### src/rtl/ifetch_queue_if.sv
// Fetch-unit bus bundle: the ROM read port toward program memory and the
// instruction port toward decode, plus the execute-side redirect/hold controls.
interface ifetch_queue_if #(
    parameter int XLEN       = 32,
    parameter int ROM_ADDR_W = 14
);
    logic                  rom_en;
    logic [ROM_ADDR_W-1:0] rom_addr;
    logic [XLEN-1:0]       rom_data;
    logic                  redirect;
    logic [XLEN-1:0]       redirect_pc;
    logic                  hold;
    logic                  inst_ready;
    logic                  inst_valid;
    logic [XLEN-1:0]       inst;
    logic [XLEN-1:0]       inst_pc;
    logic                  misalign;

    modport master (
        output rom_en, rom_addr, inst_valid, inst, inst_pc, misalign,
        input  rom_data, redirect, redirect_pc, hold, inst_ready
    );

    modport slave (
        input  rom_en, rom_addr, inst_valid, inst, inst_pc, misalign,
        output rom_data, redirect, redirect_pc, hold, inst_ready
    );
endinterface

### src/rtl/ifetch_queue.sv
// Instruction fetch with a DEPTH-entry prefetch queue between a 1-cycle-latency
// program ROM and decode; supports redirect/squash and NOP-injecting hold.
module ifetch_queue #(
    parameter int              XLEN       = 32,
    parameter int              DEPTH      = 4,
    parameter int              ROM_ADDR_W = 14,
    parameter logic [XLEN-1:0] RESET_PC   = '0,
    parameter logic [XLEN-1:0] NOP_INST   = 32'h0000_0013
) (
    input  logic           clk,
    input  logic           rst,
    ifetch_queue_if.master bus
);
    localparam int            PW      = $clog2(DEPTH);
    localparam int            CW      = PW + 1;
    localparam logic [CW-1:0] DEPTH_C = CW'(DEPTH);

    logic [XLEN-1:0] fpc_q, fpc_d;
    logic [XLEN-1:0] issue_pc_q, issue_pc_d;
    logic            inflight_q, inflight_d;
    logic [CW-1:0]   count_q, count_d;
    logic [PW-1:0]   wr_ptr_q, wr_ptr_d;
    logic [PW-1:0]   rd_ptr_q, rd_ptr_d;
    logic            misalign_q, misalign_d;
    logic [XLEN-1:0] mem_inst_q [DEPTH];
    logic [XLEN-1:0] mem_pc_q   [DEPTH];

    logic            empty;
    logic            issue;
    logic            wr_en;
    logic            deq;
    logic [CW-1:0]   occupancy;

    // Queued plus in-flight words bound issue so a returning word always has a slot.
    assign empty     = (count_q == '0);
    assign occupancy = count_q + CW'(inflight_q);
    assign issue     = rst && !bus.redirect && (occupancy < DEPTH_C);
    assign wr_en     = inflight_q && !bus.redirect;
    assign deq       = !empty && bus.inst_ready && !bus.hold && !bus.redirect;

    always_comb begin
        fpc_d      = fpc_q;
        issue_pc_d = issue_pc_q;
        inflight_d = issue;
        count_d    = count_q;
        wr_ptr_d   = wr_ptr_q;
        rd_ptr_d   = rd_ptr_q;
        misalign_d = bus.redirect && (bus.redirect_pc[1:0] != 2'b00);

        if (bus.redirect) begin
            fpc_d    = {bus.redirect_pc[XLEN-1:2], 2'b00};
            count_d  = '0;
            rd_ptr_d = wr_ptr_q;
        end else begin
            if (issue) begin
                fpc_d      = fpc_q + XLEN'(4);
                issue_pc_d = fpc_q;
            end
            if (wr_en) begin
                wr_ptr_d = wr_ptr_q + PW'(1);
            end
            if (deq) begin
                rd_ptr_d = rd_ptr_q + PW'(1);
            end
            count_d = count_q + CW'(wr_en) - CW'(deq);
        end
    end

    always_ff @(posedge clk) begin
        if (!rst) begin
            fpc_q      <= RESET_PC;
            issue_pc_q <= '0;
            inflight_q <= 1'b0;
            count_q    <= '0;
            wr_ptr_q   <= '0;
            rd_ptr_q   <= '0;
            misalign_q <= 1'b0;
        end else begin
            fpc_q      <= fpc_d;
            issue_pc_q <= issue_pc_d;
            inflight_q <= inflight_d;
            count_q    <= count_d;
            wr_ptr_q   <= wr_ptr_d;
            rd_ptr_q   <= rd_ptr_d;
            misalign_q <= misalign_d;
        end
    end

    always_ff @(posedge clk) begin
        if (rst && wr_en) begin
            mem_inst_q[wr_ptr_q] <= bus.rom_data;
            mem_pc_q[wr_ptr_q]   <= issue_pc_q;
        end
    end

    assign bus.rom_en     = issue;
    assign bus.rom_addr   = fpc_q[ROM_ADDR_W+1:2];
    assign bus.inst_valid = !empty;
    assign bus.inst       = (bus.hold || empty) ? NOP_INST : mem_inst_q[rd_ptr_q];
    assign bus.inst_pc    = empty ? '0 : mem_pc_q[rd_ptr_q];
    assign bus.misalign   = misalign_q;
endmodule

### src/flat_wrapper.sv
// flat-port wrapper written by rule: the top's interface ports become plain ports
module ifetch_queue_flat 
#(
    parameter int              XLEN       = 32,
    parameter int              DEPTH      = 4,
    parameter int              ROM_ADDR_W = 14,
    parameter logic [XLEN-1:0] RESET_PC   = '0,
    parameter logic [XLEN-1:0] NOP_INST   = 32'h0000_0013
)
  (clk, rst, bus_rom_en, bus_rom_addr, bus_inst_valid, bus_inst, bus_inst_pc, bus_misalign, bus_rom_data, bus_redirect, bus_redirect_pc, bus_hold, bus_inst_ready);
  ifetch_queue_if #(.XLEN(XLEN), .ROM_ADDR_W(ROM_ADDR_W)) bus_i ();
  input  logic clk;
  input  logic rst;
  output wire logic [$bits(bus_i.rom_en)-1:0] bus_rom_en;
  output wire logic [$bits(bus_i.rom_addr)-1:0] bus_rom_addr;
  output wire logic [$bits(bus_i.inst_valid)-1:0] bus_inst_valid;
  output wire logic [$bits(bus_i.inst)-1:0] bus_inst;
  output wire logic [$bits(bus_i.inst_pc)-1:0] bus_inst_pc;
  output wire logic [$bits(bus_i.misalign)-1:0] bus_misalign;
  input wire logic [$bits(bus_i.rom_data)-1:0] bus_rom_data;
  input wire logic [$bits(bus_i.redirect)-1:0] bus_redirect;
  input wire logic [$bits(bus_i.redirect_pc)-1:0] bus_redirect_pc;
  input wire logic [$bits(bus_i.hold)-1:0] bus_hold;
  input wire logic [$bits(bus_i.inst_ready)-1:0] bus_inst_ready;
  assign bus_rom_en = bus_i.rom_en;
  assign bus_rom_addr = bus_i.rom_addr;
  assign bus_inst_valid = bus_i.inst_valid;
  assign bus_inst = bus_i.inst;
  assign bus_inst_pc = bus_i.inst_pc;
  assign bus_misalign = bus_i.misalign;
  assign bus_i.rom_data = bus_rom_data;
  assign bus_i.redirect = bus_redirect;
  assign bus_i.redirect_pc = bus_redirect_pc;
  assign bus_i.hold = bus_hold;
  assign bus_i.inst_ready = bus_inst_ready;
  ifetch_queue #(.XLEN(XLEN), .DEPTH(DEPTH), .ROM_ADDR_W(ROM_ADDR_W), .RESET_PC(RESET_PC), .NOP_INST(NOP_INST)) u_core (.clk(clk), .rst(rst), .bus(bus_i));
endmodule
### config.mk
export PLATFORM = sky130hd
export DESIGN_NAME = ifetch_queue_flat
export DESIGN_NICKNAME = d
export VERILOG_FILES = /design/src/rtl/ifetch_queue_if.sv /design/src/rtl/ifetch_queue.sv /design/src/flat_wrapper.sv
export SDC_FILE = /design/constraint.sdc
export NUM_CORES = 1
export LEC_CHECK = 0
export ABC_AREA = 1
export BUFFER_PORTS_ARGS = -buffer_cell sky130_fd_sc_hd__buf_2
export CORE_UTILIZATION = 45
export DETAILED_ROUTE_END_ITERATION = 6
export GPL_ROUTABILITY_DRIVEN = 0
export GPL_TIMING_DRIVEN = 0
export PLACE_DENSITY = 0.66
export SYNTH_ARGS = -nofsm -noshare
export SYNTH_HDL_FRONTEND = slang
export SYNTH_SLANG_ARGS = --single-unit
### constraint.sdc
create_clock -name clk -period 4 [get_ports clk]
set_input_delay 0.4 -clock clk [delete_from_list [all_inputs] [get_ports clk]]
set_output_delay 0.4 -clock clk [all_outputs]
set_load 0.1 [all_outputs]
* Yosys cells after proc, flatten, opt, wreduce, memory -nomap -nowiden
Memories as Yosys holds them, arrays and structs flattened. A register that Yosys moved wholly into a read port is not among the register bits.
Index checks and enable logic that the tools add are counted.
** Word-level totals
- Register bits after elaboration :: 73
- Bits in writable memories :: 256
- Output and inout port bits :: 81
- Logic and storage cells :: 50
- Memories :: 2
** Cells by class
- Add/sub/neg operators :: 6
- Order comparisons :: 1
- Mux-type cells :: 12
- Bitwise logic cells :: 2
- Reduce and logical (&&, ||, !) cells :: 19
** Memory list
- u_core.mem_inst_q :: depth 4, width 32, rd ports 1, clocked after memory_dff 1, write ports 1, line ifetch_queue.sv:25 : logic [XLEN-1:0] mem_inst_q [DEPTH];
- u_core.mem_pc_q :: depth 4, width 32, rd ports 1, clocked after memory_dff 1, write ports 1, line ifetch_queue.sv:26 : logic [XLEN-1:0] mem_pc_q [DEPTH];
** Operators by type and width (count)
- $mux 32 :: 4
- $add 32x3->32 const B :: 1
- $mux 2 :: 6
- $logic_and 1x1->1 :: 8
- $add 3x1->3 :: 2
- $reduce_bool 2->1 :: 3
- $add 2x1->2 const B :: 2
- $reduce_and 2->1 :: 2
- $logic_not 1->1 :: 3
- $logic_not 3->1 :: 1
- $lt 3x3->1 const B :: 1
- $sub 3x1->3 :: 1
- $mux 1 :: 2
- $not 1->1 :: 2
- $reduce_or 2->1 :: 1
- $logic_or 1x1->1 :: 1

* Depth between registers and ports, before layout
Gate-level depths: netlist of run 1.
- Depth in word-level cells :: 9
- Depth in mapped cells :: 14
- Mapped depth without buffers :: 14

* Worst setup path before layout of run 1
Ideal clock, no wire load.
- Path kind :: register -> output
- Start :: reg (tool-made name)
- End :: out bus_inst[0]
- Data arrival time :: 4189 ps
- Required time :: 3600 ps
- Setup slack :: -589 ps
- Stages on the path, launching flop included :: 6
- Path buffers :: 2
- Cell sequence :: dfxtp_1 buf_2 inv_2 buf_2 nor2_1 o311ai_0
** RTL lines
- end, declared :: line flat_wrapper.sv:17 : output wire logic [$bits(bus_i.inst)-1:0] bus_inst;

* Worst setup path in the final report of run 1
- Start :: reg u_core.count_q[1]
- End :: out bus_inst[4]
** On the way
- Longest elaborated chain between the ends :: 3
** RTL lines
- start, declared :: line ifetch_queue.sv:21 : logic [CW-1:0] count_q, count_d;
- start signal, assigned :: line ifetch_queue.sv:82 : count_q <= count_d;
- $logic_not 3->1 :: line ifetch_queue.sv:35 : assign empty = (count_q == '0);
- $logic_or 1x1->1 :: line ifetch_queue.sv:99 : assign bus.inst = (bus.hold || empty) ? NOP_INST : mem_inst_q[rd_ptr_q];
- $mux 32 :: line ifetch_queue.sv:99
Every way passes these cells.

==> results of run 1 <==
-- layer usage --
metal / share of wire (%) / global-route usage, %
met4: 3.1 / 8.22
met1: 44 / 29.7
met3: 6.8 / 3.18
met2: 46 / 35.2
met5: 0 / 0
-- report_power, final --
part,switching (mW),internal [mW],leakage (nW)
registers,0.0526,3.62,2.97
logic,0.381,0.127,2.67
clock network,1.30,1.78,0.537
-- how the worst min path moves through the flow --
stage	to	cells past startpoint
2_1_floorplan	u_core.mem_pc_q[0][2]	0
3_3_place_gp	u_core.mem_pc_q[0][23]	0
3_5_place_dp	u_core.mem_pc_q[2][23]	0
4_1_cts	u_core.mem_inst_q[1][1]	1
5_1_grt	u_core.mem_inst_q[1][25]	1
6_report	u_core.mem_inst_q[1][18]	1
-- sequential cells by signal, indices dropped and copies added (netlist names), named ones only --
signal,count
u_core.fpc_q,30
u_core.count_q,3
u_core.mem_pc_q,120
u_core.wr_ptr_q,2
u_core.bus.misalign,1
u_core.inflight_q,1
u_core.mem_inst_q,128
u_core.rd_ptr_q,2
u_core.issue_pc_q,30
-- layout by cell type (no fill, tap or decap), types with 8 or more instances in the layout --
cell,n
a21oi_1,84
buf_2,162
buf_4,18
clkbuf_1,51
clkbuf_16,36
clkinv_2,8
dfxtp_1,71
edfxtp_1,248
inv_1,76
nand2_1,147
nand3_1,85
nor2_1,292
nor2_4,10
o21ai_0,165
-- metrics by stage --
| stage | TNS, ps | instance area, um^2 |
|---|---|---|
| 3_5_place_dp | 0 | 14900 |
| 5_1_grt | 0 | 16000 |
| 4_1_cts | 0 | 16000 |
| 3_3_place_gp | -471900 | 14700 |
| 6_report | 0 | 16000 |
| 2_1_floorplan | 0 | 13500 |
-- logic make-up after synthesis --
family          after synthesis  synth area share, %
xor+xnor                      4                0.260
compound gates              263                 10.0
other cells                   1               0.0279
buf+inv                     166                 5.33
flops                       319                 65.9
simple gates                559                 17.7
fa+ha+maj                     8                0.799
-- worst max-delay path: cells and delay by family, from the launching register on --
family          cells  cell delay [ps]
simple gates        3              500
buf+inv             3             1290
flops               1              370
compound gates      1              170
-- cell type report --
type / instances / share of cell area, %
sequential: 319 / 55.5
clock buffer: 40 / 5.73
buffer: 86 / 2.61
multi-input combinational: 836 / 24.5
tap: 384 / 3.00
clock inverter: 22 / 1.14
timing repair buffer: 154 / 5.71
inverter: 80 / 1.88
==> impl_results.md, run 1 <==
* Avg Synthesized Cell Area at ~10 um^2
* Top cell type's share of synthesized area at a little under three fifths
* WHS at approximately 90 ps
* Crit Path Max Fanout at 10
* FF-to-FF path depth at 14
* PwrDens at about 450 nW/um^2
* Count leader, synth: nor2_1
* Final wirelength at between 30000 and 40000 um
* Layout area overhead at 18.8%
* Starting density of the core at a little under half
* Final hold violation count at 0
* Slew headroom at about 43%
* Tmin final at 3240 ps
* Dpl ws at about 1300 ps
* Final setup viols at 0
* CTS Buffer Depth at 3
* Multi-input gate area at roughly 4000 um^2
* Max IR drop VDD at approximately 280 uV
* Tot Pwr at 7.26 mW
* Fmax at slightly above 300 MHz
* P_leak at about 6.2 nW
* Sequential cell area at 8870 um^2
* Crit path cell chain: nor2_1, nand2_1, nand2_1, clkbuf_1, inv_1, o311ai_1, buf_2
* Worst setup path class: register to output pin
* Count of different cell masters after synthesis at 36
* Die ar. at 30600 um^2
* Cell mode on critical path: nand2_1
* Prevailing post-synth register cell: edfxtp_1
* Vias in the first global route at 9401
* Placed Instances at 1859
* Post-synth EDFFs at 248
* H-tree Lvls at 2
* Worst skew pair latency at approximately 520 ps
* Synthesis Warnings at 0
* Post-CTS Resized at 0
* Post-synth ARST share at 0%
* Slack of the worst reg-to-reg path at ~1500 ps
* Diode count at 0
* CTS tree: done
* RSZ-0062 raised after global routing: no
* Cell taking the most area after synthesis: edfxtp_1
* Required @ worst endpoint at ~3600 ps
* Width of the die at between 150 and 200 um
* Core box area at 29100 um^2
* Row count at 62
* First drt pass iteration count at 5
* Start of the worst register-to-register path: u_core.count_q[1]
* Final core utilization at 55.0%
* Initial antenna violation count at 0
* PortBufs at 146
* DR vias at between 9000 and 10000
* Worst min-delay path category: input port to register
* First-pass GRT wire length at between 50000 and 60000 um
* Worst hold path startpoint: bus_rom_data[18]
* Ports at 150
* CP Data Arrival Time at ~2800 ps
* CTS Hold Bufs at 0
* Max incr delay on CP at slightly below 600 ps
* GR Overflow Total at 0
* Synth area leaders: edfxtp_1 (55%), dfxtp_1 (11%), nor2_1 (8.3%), o21ai_0 (6.1%), nand2_1 (4.1%)
* Worst-path clk slew at ~60 ps
* Final worst slack at around 760 ps
* Status: finished clean
* DRC at 0
* Crit start category: register
* TritonCTS Sinks at 319
* Post-Syn Area at 13500 um^2
* Share of layout cells above drive strength 1 at between 10% and 20%
* Drt wl/cell at roughly 17 um
* Post-Syn Instances at roughly 1300
* Sequential-to-total area share from yosys stat at roughly two thirds
* RR Endpoint: u_core.count_q[2]
* CP max stage cell: clkbuf_1
* HPWL Detailed at 22000 um
* Post-DRT Antenna Nets at 0
* Critical path origin: u_core.count_q[1]
* Fillers at between 2000 and 3000
* Chip height at 175 um
* CTS root buf: clkbuf_16
* Post-synth top cells: nor2_1 (296), edfxtp_1 (248), o21ai_0 (165)
* Gr usage total at roughly 22%
* Setup bufs post-CTS at 0
* Final std cells w/o fill at about 1900
* Clock Skew at 19.1 ps
* Pin count of the biggest net entering global routing at 30
* Worst-Margin Slew at between 800 and 900 ps
* Max-cap viol count at 0
* Layout Nets at ~1600
* Endpoint type of the worst setup path: output pin
* Flops & latches, synth at between 300 and 400
* Starting DRT DRC Count at around 870
* Total CTS buffers at 34
* Vias/cell at just over 5
* Worst setup endpoint: bus_inst[4]
* Fin crit share at around 81%
* Max-slew violation count at 0
Note: power is estimated with default switching activity, not from simulation.
==> inputs of run 2 (changes only) <==
- clock period: 4 -> 2.9 ns (I/O delays scaled with it)
==> run 2 against run 1 <==
  * Clock skew fell by 6.6 ps
  * Core utilization up 2.1 points
  * Count of clock-buffer cells in the layout rose by 11
  * Wire length fell by 0.27%
  * Total power grew 41%
  * Setup slack got worse by 630 ps
  * Worst hold slack worse by 76 ps
  * Highest routed layer unchanged
==> impl_results.md, run 2 (same netlist as run 1, synthesis figures left out) <==
* H-tree Lvls at 2 (unchanged)
* Sw Pwr at 2.32 mW (+34%)
* FF-to-FF path depth at 14 (unchanged)
* P_leak at 6.26 nW (+1.4%)
* Slew headroom at 44.9% (+2.3 points)
* DR vias at 9902 (-0.52%)
* Start of the worst register-to-register path: u_core.count_q[1]
* WHS Endpoint: u_core.mem_inst_q[1][15]
* Worst-Margin Slew at 827 ps (-31.9 ps)
* PwrDens at 615 nW/um^2 (+35%)
* Vias in the first global route at 9373 (-0.30%)
* Worst-path clk slew at 60 ps (about the same)
* Layout Nets at 1607 (+1.2%)
* Drt wl/cell at 17.0 um (-1.2%)
* Internal at 7.89 mW (+43%)
* GR Overflow Total at 0 (unchanged)
* Worst skew pair latency at 500 ps (-20 ps)
* Slack of the worst reg-to-reg path at 300 ps (-1190 ps)
* Starting density of the core at 46.3% (unchanged)
* Worst setup path class: register to output pin
* Max-cap viol count at 0 (unchanged)
* Design Area, Final at 16600 um^2 (+3.8%)
* Fmax at approximately 360 MHz
* Gr usage total at 21.7% (-0.048 points)
* Row count at 62 (unchanged)
* Sequential power share at 49.6% (-0.9 points)
* CTS tree: done
* Switching share of power at 22.7% (-1.2 points)
* Biggest regs: u_core.mem_inst_q x128, u_core.mem_pc_q x120
* Required @ worst endpoint at 2610 ps (-990 ps)
* Tmin final at ~2800 ps
* Comb pwr share at 7.3% (+0.3 points)
* Fin crit share at 95.6%
* Final wirelength at 33000 um (-0.27%)
* Starting DRT DRC Count at 723 (-16%)
* Clock power frac at 43.1% (+0.6 points)
* RR Endpoint: u_core.count_q[2]
* Pin count of the biggest net entering global routing at 30 (unchanged)
* Chip height at 175 um (unchanged)
* First-pass GRT wire length at 51400 um (+0.16%)
* Worst min-delay path category: input port to register
* Max FFs per register at 128 (unchanged)
* Max-slew violation count at 0 (unchanged)
* Initial antenna violation count at 0 (unchanged)
* Width of the die at 175 um (unchanged)
* Fillers at 2521 (-1.9%)
* Max IR drop VDD at 416 uV (+51%)
* Share of layout cells above drive strength 1 at 21.9% (+4.0 points)
* Worst hold path startpoint: bus_rom_data[15]
* Setup bufs post-CTS at 0 (unchanged)
* Largest Register: u_core.mem_inst_q
* CP Data Arrival Time at 2480 ps (-360 ps)
* Tot Pwr at 10.2 mW (+41%)
* Crit start category: register
* Final setup viols at 0 (unchanged)
* Clock Skew at 12.5 ps (-6.56 ps)
* Vias/cell at 5.11 (-1.4%)
* Status: finished clean
* Commonest non-fill, non-tap cell in the layout: nor2_1
* Most frequent cells in the layout: nor2_1 (292), edfxtp_1 (248), o21ai_0 (165)
* RSZ-0062 raised after global routing: no
* DRC at 0 (unchanged)
* Diode count at 0 (unchanged)
* CTS Buffer Depth at 3 (unchanged)
* HPWL Detailed at 22000 um (about the same)
* CTS root buf: clkbuf_16
* Layout area overhead at 23.3%
* Die ar. at 30600 um^2 (unchanged)
* Post-DRT Antenna Nets at 0 (unchanged)
* Ports at 150 (unchanged)
* Post-Place Cell Area at 15100 um^2 (+1.4%)
* Total negative slack at 0 ps (unchanged)
* Crit Path Max Fanout at 10 (unchanged)
* Core box area at 29100 um^2 (unchanged)
* Endpoint type of the worst setup path: output pin
* Final hold violation count at 0 (unchanged)
* Total CTS buffers at 35 (+2.9%)
* Worst hold stages at 1 (unchanged)
* TritonCTS Sinks at 319 (unchanged)
* First drt pass iteration count at 5 (unchanged)
* PortBufs at 146 (unchanged)
==> run 2: changes by cell type in the layout (fill, tap and decap cells not counted), moves of 4 or more <==
| cell | previous run | this run |
|---|---|---|
| a21oi_1 | 84 | 25 |
| a21oi_2 | 3 | 62 |
| buf_2 | 162 | 102 |
| buf_4 | 18 | 51 |
| clkbuf_2 | 0 | 7 |
| clkbuf_4 | 0 | 26 |
| clkbuf_8 | 0 | 4 |
| clkinv_2 | 8 | 4 |
| dlygate4sd3_1 | 0 | 18 |
==> run 2: metrics by stage <==
step	utilization (%)	std cells	setup WS, ps	hold WS [ps]
after floorplan	-	1321	-868	389
after global placement	51.3	1851	-3040	485
after detailed placement	51.9	1859	-5.58	499
after CTS	56.8	1939	0.0866	0.304
after global routing	57.1	1939	5.22	7.64
final	57.1	1939	128	14.1
==> run 2: area by class of cell <==
type / instances / area [um^2] / area share (%)
inverter: 80 / 300 / 1.81
clock inverter: 11 / 125 / 0.754
multi-input combinational: 836 / 4150 / 25.0
clock buffer: 51 / 1020 / 6.14
tap: 384 / 480 / 2.89
timing repair buffer: 172 / 1230 / 7.40
sequential: 319 / 8870 / 53.4
buffer: 86 / 430 / 2.59
==> run 2: power by group through the flow <==
stage | Combinational [mW] | Sequential (mW) | Clock (mW)
floorplan | 0.509 | 5.14 | 0
CTS | 0.746 | 5.06 | 4.46
detailed placement | 0.719 | 5.16 | 0
global placement | 0.699 | 5.16 | 0
finish | 0.746 | 5.06 | 4.40
global route | 0.812 | 5.07 | 4.63
==> run 2: worst max path at each step <==
stage | from | endpoint | slack, ps | depth (start not counted)
6_report | register | bus_inst_pc[25] | 130 | 8
4_1_cts | u_core.count_q[1] | bus_inst[1] | 0.09 | 7
5_1_grt | register | bus_inst_pc[8] | 5 | 8
3_5_place_dp | u_core.count_q[1] | bus_inst[1] | -6 | 7
2_1_floorplan | bus_redirect | u_core.mem_inst_q[0][0] | -870 | 4
3_3_place_gp | bus_redirect | u_core.mem_inst_q[1][8] | -3040 | 4
==> run 2: critical path: stages (launching register included) <==
cell,delay [ps]
dfxtp_1,310
buf_2,250
buf_2,290
buf_2,290
nor2_1,80
nor2_1,90
o21ai_0,110
a21oi_2,120
buf_2,440
==> run 2: per-layer routing <==
metal	track usage, %	up-vias	share of wire [%]
li1	-	4897	-
met1	30.0	4664	45
met2	35.5	295	47
met3	3.42	46	5.9
met4	6.05	0	1.9
met5	0	-	0
==> run 2: repair_timing <==
| action | 4_1_cts | 5_1_grt |
|---|---|---|
| setup endpoints to repair | 54 | 50 |
| gates resized for setup | 38 | 39 |
| endpoints found under the hold margin | 56 | 0 |
| hold buffers | 18 | 0 |
==> inputs of run 3 (changes only) <==
- CTS_CLUSTER_DIAMETER: unset -> 30
- PLACE_DENSITY: 0.66 -> 0.77
==> run 3 against run 2 <==
  * Global-route usage rose by 0.52 points
  * Register-to-register slack improved by 20 ps
  * Total power rose by 21%
  * First-iteration DRC count rose by 19%
  * Worst hold slack improved by 6.9 ps
  * Flip-flop and latch count did not move
  * Wire length rose by 4.2%
  * Count of clock-buffer cells in the layout rose by 6
  * Sequential share of layout area fell by 3.0 points
  * Cell count rose by 2.8%
  * Critical endpoint is now bus_inst_pc[10]
  * Largest cell class unchanged
  * Largest power group is now the clock network
==> impl_results.md, run 3 (same netlist as run 1, synthesis figures left out) <==
* Dpl ws at 16.7 ps (+22.3 ps)
* Pin count of the biggest net entering global routing at 30 (unchanged)
* RSZ-0062 raised after global routing: yes
* Endpoint type of the worst setup path: output pin
* Core box area at 29100 um^2 (unchanged)
* Multi-input gate area at 4150 um^2 (unchanged)
* Vias in the first global route at 10000 (+7.1%)
* Share of layout cells above drive strength 1 at 24.5% (+2.5 points)
* Max-cap viol count at 0 (unchanged)
* CTS tree: done
* H-tree Lvls at 2 (unchanged)
* Fmax at 356 MHz (-1.4%)
* Worst setup path class: register to output pin
* Worst-path clk slew at 50 ps (about the same)
* Final setup viols at 0 (unchanged)
* Max-slew violation count at 0 (unchanged)
* Sequential cell area at 8870 um^2 (unchanged)
* Chip height at 175 um (unchanged)
* P_leak at 6.73 nW (+7.6%)
* Slew headroom at 45.0% (+0.090 points)
* Largest Register: u_core.mem_inst_q
* Crit start category: register
* TritonCTS Sinks at 319 (unchanged)
* CTS Buffer Depth at 3 (unchanged)
* Fillers at 2266 (-10%)
* Fin crit share at 96.9% (+1.3 points)
* PortBufs at 146 (unchanged)
* Initial antenna violation count at 0 (unchanged)
* Placed Instances at 1859 (unchanged)
* GR Overflow Total at 0 (unchanged)
* Max FFs per register at 128 (unchanged)
* Vias/cell at 5.19 (+1.6%)
* Status: finished clean
* Worst min-delay path category: input port to register
* Worst-Margin Slew at 825 ps (-1.35 ps)
* PwrDens at 702 nW/um^2 (+14%)
* Row count at 62 (unchanged)
* Met2 usage at 37.5% (+2.1 points)
* Worst skew pair latency at 560 ps (+60 ps)
* Ports at 150 (unchanged)
* Diode count at 0 (unchanged)
* DR vias at 10300 (+4.5%)
* Total CTS buffers at 52 (+49%)
* Max IR drop VDD at 569 uV (+37%)
* Starting density of the core at 46.3% (unchanged)
* Final worst slack at 89.5 ps (-38.1 ps)
* Most frequent cells in the layout: nor2_1 (292), edfxtp_1 (248), o21ai_0 (165)
* Met3 GRT Util at 4.26% (+0.85 points)
* Drt wl/cell at 17.3 um (+1.3%)
* First-pass GRT wire length at 52800 um (+2.7%)
* Slack of the worst reg-to-reg path at 320 ps (+20 ps)
* Biggest regs: u_core.mem_inst_q x128, u_core.mem_pc_q x120
* Width of the die at 175 um (unchanged)
* Crit Path Max Fanout at 10 (unchanged)
* Post-DRT Antenna Nets at 0 (unchanged)
* First drt pass iteration count at 5 (unchanged)
* Clock Skew at 18.9 ps (+6.34 ps)
* Final wirelength at 34400 um (+4.2%)
* Layout Nets at 1643 (+2.2%)
* Final std cells w/o fill at 1994 (+2.8%)
* CP Data Arrival Time at 2520 ps (+40 ps)
* Commonest non-fill, non-tap cell in the layout: nor2_1
* Required @ worst endpoint at 2610 ps (about the same)
* Layout area overhead at 30.6%
* Gr usage total at 22.2% (+0.52 points)
* Met1 Use GR at 28.5% (-1.5 points)
* Tmin final at 2810 ps (+38.1 ps)
* Final hold violation count at 0 (unchanged)
* HPWL Detailed at 22000 um (about the same)
* Die ar. at 30600 um^2 (unchanged)
* Starting DRT DRC Count at 859 (+19%)
* GRT Max-Usage Layer: met2
* DRC at 0 (unchanged)
* CTS root buf: clkbuf_16
## run 3: cell count changes in the layout (fill, tap and decap cells not counted), moves of 6 or more
| cell | change |
|---|---|
| buf_4 | +6 |
| clkbuf_4 | -7 |
| inv_6 | +6 |
| clkinv_4 | +9 |
| dlygate4sd3_1 | +19 |
| clkbuf_16 | +18 |
| clkbuf_1 | -14 |
## run 3: critical path, stage by stage (launching register included)
cell,delay (ps)
dfxtp_1,330
buf_2,250
clkbuf_1,450
nor2_1,110
nor2_1,120
o21ai_0,130
a21oi_2,240
buf_4,330
## run 3: final cells by class
type,instances,share of cell area [%]
clock buffers,57,7.93
plain buffers,86,2.51
clock inverters,41,2.91
multi-input cells,836,23.6
well taps,384,2.73
flip-flops and latches,319,50.4
repair buffers,191,8.18
inverters,80,1.71
## run 3: through the flow
stage	cell area, um^2	total power, mW	hold slack [ps]	utilization (%)	setup TNS (ps)
2_1_floorplan	13700	5.65	389	-	-215670
3_3_place_gp	14900	5.85	481	51.3	-695650
3_5_place_dp	15100	5.87	501	51.9	0
4_1_cts	17500	12.4	5.60	60.1	0
5_1_grt	17600	12.7	19.2	60.4	-20.3
6_report	17600	12.3	21.0	60.4	0
## run 3: report_power, final
| group | switching (mW) | leakage [nW] | internal (mW) |
|---|---|---|---|
| Sequential | 0.0730 | 2.97 | 4.99 |
| Combinational | 0.552 | 2.83 | 0.221 |
| Clock | 2.32 | 0.932 | 4.19 |
## run 3: path summary, 6_finish.rpt
path,startpoint,endpoint,cells past startpoint
max reg2reg,u_core.count_q[1],u_core.count_q[2],14
min,bus_redirect_pc[6],u_core.fpc_q[6],3
min reg2reg,u_core.issue_pc_q[19],u_core.mem_pc_q[1][19],0
max,register,bus_inst_pc[10],7
## run 3: what timing repair did
| action | CTS | global route |
|---|---|---|
| buffers inserted | 0 | 0 |
| gates resized for setup | 45 | 51 |
| endpoints found under the setup margin | 59 | 47 |
| endpoints found under the hold margin | 132 | 0 |
| hold buffers | 37 | 0 |
## run 3: per-layer routing
metal / vias up / wire length (um)
met2: 445 / 16900
li1: 4996 / -
met1: 4840 / 14000
met3: 63 / 2650
met4: 0 / 917
met5: - / 0
